$ cat config.mk
export PLATFORM = sky130hd
export DESIGN_NAME = hazard_scoreboard_flat
export DESIGN_NICKNAME = d
export VERILOG_FILES = /design/src/rtl/hazard_scoreboard_if.sv /design/src/rtl/hazard_scoreboard.sv /design/src/flat_wrapper.sv
export SDC_FILE = /design/constraint.sdc
export NUM_CORES = 1
export LEC_CHECK = 0
export BUFFER_PORTS_ARGS = -buffer_cell sky130_fd_sc_hd__buf_4
export CAP_MARGIN = 10
export CORE_AREA = 2 2 153 110
export DETAILED_ROUTE_END_ITERATION = 12
export DIE_AREA = 0 0 155 112
export MAX_ROUTING_LAYER = met4
export PLACE_DENSITY = 0.66
export SLEW_MARGIN = 20
export SYNTH_ARGS = -nofsm -noshare
export SYNTH_HDL_FRONTEND = slang
export SYNTH_SLANG_ARGS = --single-unit
$ cat constraint.sdc
create_clock -name clk_i -period 4.5 [get_ports clk_i]
set_input_delay 0.9 -clock clk_i [delete_from_list [all_inputs] [get_ports clk_i]]
set_output_delay 0.9 -clock clk_i [all_outputs]
set_load 0.02 [all_outputs]
$ cat src/rtl/hazard_scoreboard_if.sv
// Decode/write-back side bundle of the hazard scoreboard: issue handshake, releases, lookups, status.
// Names keep the scoreboard's direction suffix so both ends read the same way.
interface hazard_scoreboard_if #(
  parameter int RF_ADDR_WIDTH = 5
);
  logic                     flush_i;
  logic                     issue_valid_i;
  logic                     issue_ready_o;
  logic                     issue_gpr_we_i;
  logic [RF_ADDR_WIDTH-1:0] issue_rd_i;
  logic                     issue_csr_we_i;
  logic                     wb_gpr_valid_i;
  logic [RF_ADDR_WIDTH-1:0] wb_rd_i;
  logic                     wb_csr_valid_i;
  logic [RF_ADDR_WIDTH-1:0] rs1_i;
  logic                     rs1_dirty_o;
  logic [RF_ADDR_WIDTH-1:0] rs2_i;
  logic                     rs2_dirty_o;
  logic                     csr_dirty_o;
  logic                     underflow_o;

  modport master (
    output flush_i, issue_valid_i, issue_gpr_we_i, issue_rd_i, issue_csr_we_i,
    output wb_gpr_valid_i, wb_rd_i, wb_csr_valid_i, rs1_i, rs2_i,
    input  issue_ready_o, rs1_dirty_o, rs2_dirty_o, csr_dirty_o, underflow_o
  );

  modport slave (
    input  flush_i, issue_valid_i, issue_gpr_we_i, issue_rd_i, issue_csr_we_i,
    input  wb_gpr_valid_i, wb_rd_i, wb_csr_valid_i, rs1_i, rs2_i,
    output issue_ready_o, rs1_dirty_o, rs2_dirty_o, csr_dirty_o, underflow_o
  );
endinterface

$ cat src/rtl/hazard_scoreboard.sv
// Per-GPR and CSR pending-write counters; issue sets dirty at t+1, release clears it at t+1.
// Backpressure: issue_ready_o drops combinationally when the targeted counter is at MAX_PENDING.
module hazard_scoreboard #(
  parameter int RF_ADDR_WIDTH = 5,
  parameter int MAX_PENDING   = 3
) (
  input  logic               clk_i,
  input  logic               rstn_i,
  hazard_scoreboard_if.slave sb
);

  localparam int               CNT_W    = $clog2(MAX_PENDING + 1);
  localparam int               NUM_REGS = 1 << RF_ADDR_WIDTH;
  localparam logic [CNT_W-1:0] CNT_MAX  = CNT_W'(MAX_PENDING);
  localparam logic [CNT_W-1:0] CNT_ONE  = CNT_W'(1);

  // Entry 0 exists only to keep indexing simple; it is held at zero and masked on lookup.
  logic [CNT_W-1:0]    gpr_cnt_q [NUM_REGS];
  logic [CNT_W-1:0]    gpr_cnt_d [NUM_REGS];
  logic [CNT_W-1:0]    csr_cnt_q;
  logic [CNT_W-1:0]    csr_cnt_d;
  logic                underflow_q;
  logic                underflow_d;

  logic                gpr_full;
  logic                csr_full;
  logic                issue_accept;
  logic [NUM_REGS-1:0] gpr_inc;
  logic [NUM_REGS-1:0] gpr_dec;
  logic                csr_inc;
  logic                csr_dec;

  assign gpr_full = sb.issue_gpr_we_i && (sb.issue_rd_i != '0)
                 && (gpr_cnt_q[sb.issue_rd_i] == CNT_MAX);
  assign csr_full = sb.issue_csr_we_i && (csr_cnt_q == CNT_MAX);

  assign sb.issue_ready_o = !(gpr_full || csr_full);
  assign issue_accept     = sb.issue_valid_i && sb.issue_ready_o;

  assign sb.rs1_dirty_o = (sb.rs1_i != '0) && (gpr_cnt_q[sb.rs1_i] != '0);
  assign sb.rs2_dirty_o = (sb.rs2_i != '0) && (gpr_cnt_q[sb.rs2_i] != '0);
  assign sb.csr_dirty_o = (csr_cnt_q != '0);
  assign sb.underflow_o = underflow_q;

  always_comb begin
    gpr_inc = '0;
    gpr_dec = '0;
    for (int i = 1; i < NUM_REGS; i++) begin
      gpr_inc[i] = issue_accept && sb.issue_gpr_we_i
                && (sb.issue_rd_i == RF_ADDR_WIDTH'(i));
      gpr_dec[i] = sb.wb_gpr_valid_i && (sb.wb_rd_i == RF_ADDR_WIDTH'(i));
    end
    csr_inc = issue_accept && sb.issue_csr_we_i;
    csr_dec = sb.wb_csr_valid_i;
  end

  // Flush wins over issue/release and also masks any release that would otherwise underflow.
  always_comb begin
    gpr_cnt_d   = gpr_cnt_q;
    csr_cnt_d   = csr_cnt_q;
    underflow_d = underflow_q;
    gpr_cnt_d[0] = '0;
    if (sb.flush_i) begin
      for (int i = 0; i < NUM_REGS; i++) begin
        gpr_cnt_d[i] = '0;
      end
      csr_cnt_d = '0;
    end else begin
      for (int i = 1; i < NUM_REGS; i++) begin
        if (gpr_inc[i] && !gpr_dec[i]) begin
          gpr_cnt_d[i] = gpr_cnt_q[i] + CNT_ONE;
        end else if (gpr_dec[i] && !gpr_inc[i]) begin
          if (gpr_cnt_q[i] == '0) begin
            underflow_d = 1'b1;
          end else begin
            gpr_cnt_d[i] = gpr_cnt_q[i] - CNT_ONE;
          end
        end
      end
      if (csr_inc && !csr_dec) begin
        csr_cnt_d = csr_cnt_q + CNT_ONE;
      end else if (csr_dec && !csr_inc) begin
        if (csr_cnt_q == '0) begin
          underflow_d = 1'b1;
        end else begin
          csr_cnt_d = csr_cnt_q - CNT_ONE;
        end
      end
    end
  end

  always_ff @(posedge clk_i) begin
    if (!rstn_i) begin
      for (int i = 0; i < NUM_REGS; i++) begin
        gpr_cnt_q[i] <= '0;
      end
      csr_cnt_q   <= '0;
      underflow_q <= 1'b0;
    end else begin
      gpr_cnt_q   <= gpr_cnt_d;
      csr_cnt_q   <= csr_cnt_d;
      underflow_q <= underflow_d;
    end
  end

endmodule

$ cat src/flat_wrapper.sv
// flat-port wrapper written by rule: the top's interface ports become plain ports
module hazard_scoreboard_flat 
#(
  parameter int RF_ADDR_WIDTH = 5,
  parameter int MAX_PENDING   = 3
)
  (clk_i, rstn_i, sb_flush_i, sb_issue_valid_i, sb_issue_gpr_we_i, sb_issue_rd_i, sb_issue_csr_we_i, sb_wb_gpr_valid_i, sb_wb_rd_i, sb_wb_csr_valid_i, sb_rs1_i, sb_rs2_i, sb_issue_ready_o, sb_rs1_dirty_o, sb_rs2_dirty_o, sb_csr_dirty_o, sb_underflow_o);
  hazard_scoreboard_if #(.RF_ADDR_WIDTH(RF_ADDR_WIDTH)) sb_i ();
  input  logic clk_i;
  input  logic rstn_i;
  input wire logic [$bits(sb_i.flush_i)-1:0] sb_flush_i;
  input wire logic [$bits(sb_i.issue_valid_i)-1:0] sb_issue_valid_i;
  input wire logic [$bits(sb_i.issue_gpr_we_i)-1:0] sb_issue_gpr_we_i;
  input wire logic [$bits(sb_i.issue_rd_i)-1:0] sb_issue_rd_i;
  input wire logic [$bits(sb_i.issue_csr_we_i)-1:0] sb_issue_csr_we_i;
  input wire logic [$bits(sb_i.wb_gpr_valid_i)-1:0] sb_wb_gpr_valid_i;
  input wire logic [$bits(sb_i.wb_rd_i)-1:0] sb_wb_rd_i;
  input wire logic [$bits(sb_i.wb_csr_valid_i)-1:0] sb_wb_csr_valid_i;
  input wire logic [$bits(sb_i.rs1_i)-1:0] sb_rs1_i;
  input wire logic [$bits(sb_i.rs2_i)-1:0] sb_rs2_i;
  output wire logic [$bits(sb_i.issue_ready_o)-1:0] sb_issue_ready_o;
  output wire logic [$bits(sb_i.rs1_dirty_o)-1:0] sb_rs1_dirty_o;
  output wire logic [$bits(sb_i.rs2_dirty_o)-1:0] sb_rs2_dirty_o;
  output wire logic [$bits(sb_i.csr_dirty_o)-1:0] sb_csr_dirty_o;
  output wire logic [$bits(sb_i.underflow_o)-1:0] sb_underflow_o;
  assign sb_i.flush_i = sb_flush_i;
  assign sb_i.issue_valid_i = sb_issue_valid_i;
  assign sb_i.issue_gpr_we_i = sb_issue_gpr_we_i;
  assign sb_i.issue_rd_i = sb_issue_rd_i;
  assign sb_i.issue_csr_we_i = sb_issue_csr_we_i;
  assign sb_i.wb_gpr_valid_i = sb_wb_gpr_valid_i;
  assign sb_i.wb_rd_i = sb_wb_rd_i;
  assign sb_i.wb_csr_valid_i = sb_wb_csr_valid_i;
  assign sb_i.rs1_i = sb_rs1_i;
  assign sb_i.rs2_i = sb_rs2_i;
  assign sb_issue_ready_o = sb_i.issue_ready_o;
  assign sb_rs1_dirty_o = sb_i.rs1_dirty_o;
  assign sb_rs2_dirty_o = sb_i.rs2_dirty_o;
  assign sb_csr_dirty_o = sb_i.csr_dirty_o;
  assign sb_underflow_o = sb_i.underflow_o;
  hazard_scoreboard #(.RF_ADDR_WIDTH(RF_ADDR_WIDTH), .MAX_PENDING(MAX_PENDING)) u_core (.clk_i(clk_i), .rstn_i(rstn_i), .sb(sb_i));
endmodule
== Word-level counts from Yosys, hierarchy flattened ==
Index checks and enable logic that the tools add are counted.

* Register bits after elaboration: 65
* Bits of input ports: 28
* Output and inout port bits: 5
* Word-level logic and storage cells: 711

* Add/sub/neg operators: 64
* Magnitude comparators: 3
* Eq/ne operators: 96
* Mux-type cells: 208
* Bitwise gates (word level): 4
* Reductions and logical operators: 303

{| class="wikitable"
|+ Operators by type and width
! cell !! count
|-
| two-way mux 2 bit || 102
|-
| == test 5 bit, second input constant || 32
|-
| logical AND 1 bit || 134
|-
| two-way mux 1 bit || 103
|-
| == test 5 x 4 -> 1 bit, second input constant || 16
|-
| nonzero test 2 bit || 35
|-
| zero test 1 bit || 65
|-
| adder 2 x 1 -> 2 bit, second input constant || 32
|-
| zero test 2 bit || 32
|-
| != test 2 x 1 -> 1 bit, second input constant || 32
|-
| AND reduction 2 bit || 32
|-
| subtractor 2 x 1 -> 2 bit, second input constant || 32
|-
| == test 5 x 3 -> 1 bit, second input constant || 8
|-
| binary-select mux 2 bit (select 5 bit) || 3
|-
| == test 5 x 2 -> 1 bit, second input constant || 4
|-
| greater-or-equal comparator 6 bit, second input constant || 3
|-
| inverter 5 -> 6 bit || 3
|-
| nonzero test 5 bit || 3
|-
| == test 5 x 1 -> 1 bit, second input constant || 2
|-
| == test 2 bit, second input constant || 2
|-
| OR reduction 2 bit || 1
|-
| logical OR 1 bit || 1
|-
| inverter 1 bit || 1
|}

== Longest topological paths before layout ==
* Word-level depth: 115
* Gate-level depth with buffers: 14
* Mapped depth without buffers: 11

== Least setup slack after synthesis ==
No wires, ideal clock.

* Path kind: in2reg
* Start point: in sb_issue_rd_i[0]
* End point: reg u_core.underflow_q (netlist: u_core.sb.underflow_o)
* Setup time: 0.118 ns
* Arrival: 3.307 ns
* Required time: 4.382 ns
* Slack: 1.075 ns
* Stages on the path: 14
* Buffers on the path: 3
* Path through: buf_6 -> buf_6 -> mux4_2 -> a22oi_1 -> nand2_1 -> a21oi_2 -> buf_2 -> nand3_1 -> ha_1 -> nor4b_1 -> nor4_1 -> nand4_1 -> nor3_1 -> nor2_1

* Word-level cells in the longest chain between the ends: 115
* Elaborated cells between the ends (all ways): 273
* Those cells by class: 32 x eq/ne; 105 x mux; 1 x bitwise; 135 x reduce/logical

{| class="wikitable"
|+ Ends and longest elaborated chain
! element !! line !! RTL
|-
| start, declared || flat_wrapper.sv:14 || <nowiki>input wire logic [$bits(sb_i.issue_rd_i)-1:0] sb_issue_rd_i;</nowiki>
|-
| inverter 5 -> 6 bit (implied by the code) || hazard_scoreboard.sv:34 || <nowiki>&& (gpr_cnt_q[sb.issue_rd_i] == CNT_MAX);</nowiki>
|-
| binary-select mux 2 bit (select 5 bit) || hazard_scoreboard.sv:34 ||
|-
| two-way mux 2 bit (implied by the code) (2 in series) || hazard_scoreboard.sv:34 ||
|-
| == test 2 bit || hazard_scoreboard.sv:34 ||
|-
| logical AND 1 bit || hazard_scoreboard.sv:34 ||
|-
| logical OR 1 bit || hazard_scoreboard.sv:37 || <nowiki>assign sb.issue_ready_o = !(gpr_full || csr_full);</nowiki>
|-
| zero test 1 bit || hazard_scoreboard.sv:37 ||
|-
| logical AND 1 bit || hazard_scoreboard.sv:38 || <nowiki>assign issue_accept = sb.issue_valid_i && sb.issue_ready_o;</nowiki>
|-
| [98 not listed] || n/a ||
|-
| two-way mux 1 bit || hazard_scoreboard.sv:72 || <nowiki>end else if (gpr_dec[i] && !gpr_inc[i]) begin</nowiki>
|-
| two-way mux 1 bit || hazard_scoreboard.sv:70 || <nowiki>if (gpr_inc[i] && !gpr_dec[i]) begin</nowiki>
|-
| two-way mux 1 bit || hazard_scoreboard.sv:73 || <nowiki>if (gpr_cnt_q[i] == '0) begin</nowiki>
|-
| two-way mux 1 bit || hazard_scoreboard.sv:72 ||
|-
| two-way mux 1 bit || hazard_scoreboard.sv:70 ||
|-
| two-way mux 1 bit || hazard_scoreboard.sv:83 || <nowiki>if (csr_cnt_q == '0) begin</nowiki>
|-
| two-way mux 1 bit || hazard_scoreboard.sv:82 || <nowiki>end else if (csr_dec && !csr_inc) begin</nowiki>
|-
| two-way mux 1 bit * || hazard_scoreboard.sv:80 || <nowiki>if (csr_inc && !csr_dec) begin</nowiki>
|-
| end signal, assigned || hazard_scoreboard.sv:102 || <nowiki>underflow_q <= underflow_d;</nowiki>
|-
| end, declared || hazard_scoreboard.sv:22 || <nowiki>logic underflow_q;</nowiki>
|}

Mark *: on every way between the ends. The rest lies on a longest branch, timed or not. The select of a mux whose other input is x is not followed.
A chain may end at the register's enable or synchronous reset.

== Worst setup path after layout ==
* Start point: in sb_issue_rd_i[1]
* End point: reg u_core.underflow_q (netlist: u_core.sb.underflow_o)

The elaborated chain is that of the path after synthesis.

==> results.json <==
{
  "synth-seq-area-share_pct": 20.9,
  "number_of_global_route_vias_before_repair": 5569,
  "antenna-diode-count": 0,
  "drt-pass1-iter-count": 5,
  "worstHoldPathType": "flop to flop",
  "critical-path-slowest-cell": "nor4_1",
  "synth_cells": 820,
  "start_kind": "primary input",
  "postRouteAntennaNets": 0,
  "synth_cell_type_count": 44,
  "grt-ovfl-total": 0,
  "drt_first_iter_violations": 618,
  "net-switching-power_uw": 392,
  "cts.sinks": 65,
  "floorplan.initialDensity_pct": 39.0,
  "tritoncts": "yes",
  "transition_time_at_the_pin_with_the_least_slew_margin_ps": 983,
  "sw_frac_of_total_pct": 26.3,
  "final.setup.tns_ps": 0,
  "dpl.hpwl_um": 14200,
  "synth_nets": 912,
  "path_common_cell": "buf_4",
  "setup-violations-final": 0,
  "viasPerCell": 5.88,
  "synth-edff-count": 0,
  "cts_hold_buf": 0,
  "dpl.cell_count": 1026,
  "pre_cts_ws_ps": 361,
  "worst_path_required_time_ps": 4730,
  "cp_slowest_stage_delay_ps": 560,
  "htree_levels": 3,
  "number_of_top_level_design_ports": 33,
  "critPathArrivalTime_ps": 4110,
  "synth_area_per_cell_um2": 7.60,
  "grt_setup_unrepaired": "no",
  "place.gp.congestion": 0.991,
  "worst_setup_path_end_kind": "flop",
  "max_slew_margin_pct": 34.4,
  "yosysTopAreaCell": "dfxtp_1",
  "synthesis.area_um2": 6230,
  "fin_ws_ps": 613,
  "yosysWarningCount": 0,
  "grt_util_all_layers_pct": 22.8,
  "worstPathCellList": "buf_4 > mux4_2 > a22oi_1 > nand2_1 > a21oi_2 > buf_4 > nand3_1 > ha_1 > nor4b_1 > nor4_1 > nand4_1 > nor3_1 > nor2_1",
  "share_seq_of_total_power_pct": 38.8,
  "outcome": "finished, final reports clean",
  "routed_wl_um": 18800,
  "areaGrowthSynthToFinish_pct": 10.6,
  "power.density_nw_per_um2": 216,
  "placement_rows": 39,
  "final_hold_vio_count": 0,
  "grt_max_degree": 43,
  "die_w_um": 155,
  "synth.ff_latch_count": 65,
  "detail_route.drc_violations": 0,
  "wl_per_cell_um": 18.1,
  "ys_async_sr_fraction_pct": 0,
  "timing.final.crit_period_ps": 3890,
  "fin_skew_ps": 9.43,
  "port_buffers": 32,
  "grt_antenna_before_repair": 0,
  "non_filler_instance_count_after_layout": 1041,
  "grt_pass1_wl_um": 30300,
  "design.die.area_um2": 17400,
  "p_leak_uw": 0.00289,
  "power_frac_clock_pct": 48.7,
  "max_cap_violations": 0,
  "power_frac_comb_pct": 12.6,
  "coreArea_um2": 16000,
  "cts_buf_count": 9,
  "routed-via-count": 6116,
  "post_route_cells_drive_above_1_share_pct": 12.9,
  "cts_max_path_buffers": 2,
  "die_height_um": 112,
  "criticalPathCategory": "primary input to flop",
  "synth.top_cell.area_share_pct": 20.9,
  "clk_latency_worst_skew_pair_ps": 340,
  "ctsRootBufferMaster": "clkbuf_16",
  "clk_pin_slew_ps": 60,
  "pnr_total_power_uw": 1490,
  "ys.flop_type": "dfxtp_1",
  "final_nets": 924,
  "p_int_uw": 1100,
  "cts_resized": 0,
  "cts_setup_buffers": 0,
  "synth_top_cells_by_area": "dfxtp_1 21%, ha_1 13%, mux4_2 8.0%",
  "period_share_pct": 86.4,
  "critical_path.max_fanout": 32,
  "vdd_ir_drop_max_v": 0.000153,
  "drv_slew": 0,
  "clock.fmax_mhz": 257
}
worst max-delay path, delay by kind of cell:
family | cells | cell delay, ps
AOI/OAI and AO/OA | 2 | 380
adders and majority gates | 1 | 250
buffers and inverters | 2 | 620
muxes | 1 | 550
and+or+nand+nor | 7 | 1360
cells in the mapped netlist (3+ instances only):
cell type	instances
mux2i_1	9
buf_6	5
nor2_1	87
nor4b_1	24
nand2b_1	3
buf_2	4
mux4_2	22
nor3_1	24
o21ai_0	78
nor4_1	6
inv_1	38
clkbuf_1	26
nor2b_1	50
a22oi_1	5
buf_1	4
nand4_1	5
nand2_1	85
ha_1	64
dfxtp_1	65
a21oi_1	79
a211oi_1	12
buf_4	3
and3_1	32
mux2_2	19
nand3_1	33
nor3b_1	13
metal layers:
layer / track usage, % / share of wire [%]
met5: - / 0
met2: 32.1 / 41
met4: 7.04 / 2.6
met1: 31.1 / 46
met3: 7.16 / 10
layout by cell type, fill, tap and decap left out, drive strengths merged, types with 5 or more instances in the layout:
| cell type | instances |
|---|---|
| a211oi | 13 |
| a21oi | 80 |
| a22oi | 6 |
| and3 | 32 |
| buf | 45 |
| clkbuf | 12 |
| dfxtp | 65 |
| ha | 64 |
| inv | 38 |
| mux2 | 20 |
| mux2i | 9 |
| mux4 | 22 |
| nand2 | 85 |
| nand3 | 33 |
| nand4 | 5 |
| nor2 | 87 |
| nor2b | 50 |
| nor3 | 24 |
| nor3b | 13 |
| nor4 | 6 |
| nor4b | 24 |
| o21ai | 78 |
layout make-up:
| cell class | count | area (um2) |
|---|---|---|
| clock buffers | 12 | 256 |
| clock inverters | 3 | 40.0 |
| fillers | 1606 | 9060 |
| inverters | 38 | 143 |
| multi-input cells | 673 | 4560 |
| flip-flops and latches | 65 | 1300 |
| well taps | 205 | 256 |
| repair buffers | 45 | 338 |
path summary, 6_finish.rpt:
check | start | endpoint | slack [ps] | depth (start not counted)
worst max register to register | u_core.gpr_cnt_q[10] | u_core.sb.underflow_o | 1170 | 12
worst max-delay path | sb_issue_rd_i[1] | u_core.sb.underflow_o | 610 | 13
worst min register to register | u_core.gpr_cnt_q[24] | u_core.gpr_cnt_q[24] | 530 | 2
worst min-delay path | u_core.gpr_cnt_q[24] | u_core.gpr_cnt_q[24] | 530 | 2
flip-flops by register name, summed over array words and instances, names as in the netlist:
register / flops
u_core.csr_cnt_q: 2
u_core.sb.underflow_o: 1
u_core.gpr_cnt_q: 62
stage by stage:
| step | utilization [%] | area, um2 | hold slack, ps |
|---|---|---|---|
| after floorplan | - | 6230 | 480 |
| after global placement | 41.3 | 6600 | 518 |
| after detailed placement | 41.3 | 6600 | 517 |
| after CTS | 43.2 | 6890 | 525 |
| after global routing | 43.2 | 6890 | 543 |
| final | 43.2 | 6890 | 527 |
logic make-up after synthesis:
kind of cell	after synthesis	share of synthesized area, %
DFF	65	20.9
xor gates and xnor gates	2	0.281
and+or+nand+nor	369	30.3
AOI/OAI and AO/OA	187	16.6
buffers and inverters	82	6.00
adders and majority gates	64	12.9
muxes	51	13.1
power groups by stage:
stage	clock (uW)	sequential, uW	combinational (uW)
after floorplan	0	591	117
after global placement	0	591	181
after detailed placement	0	590	182
after CTS	733	578	183
after global routing	755	578	201
final	726	578	187
(Power assumes the default switching activity.)
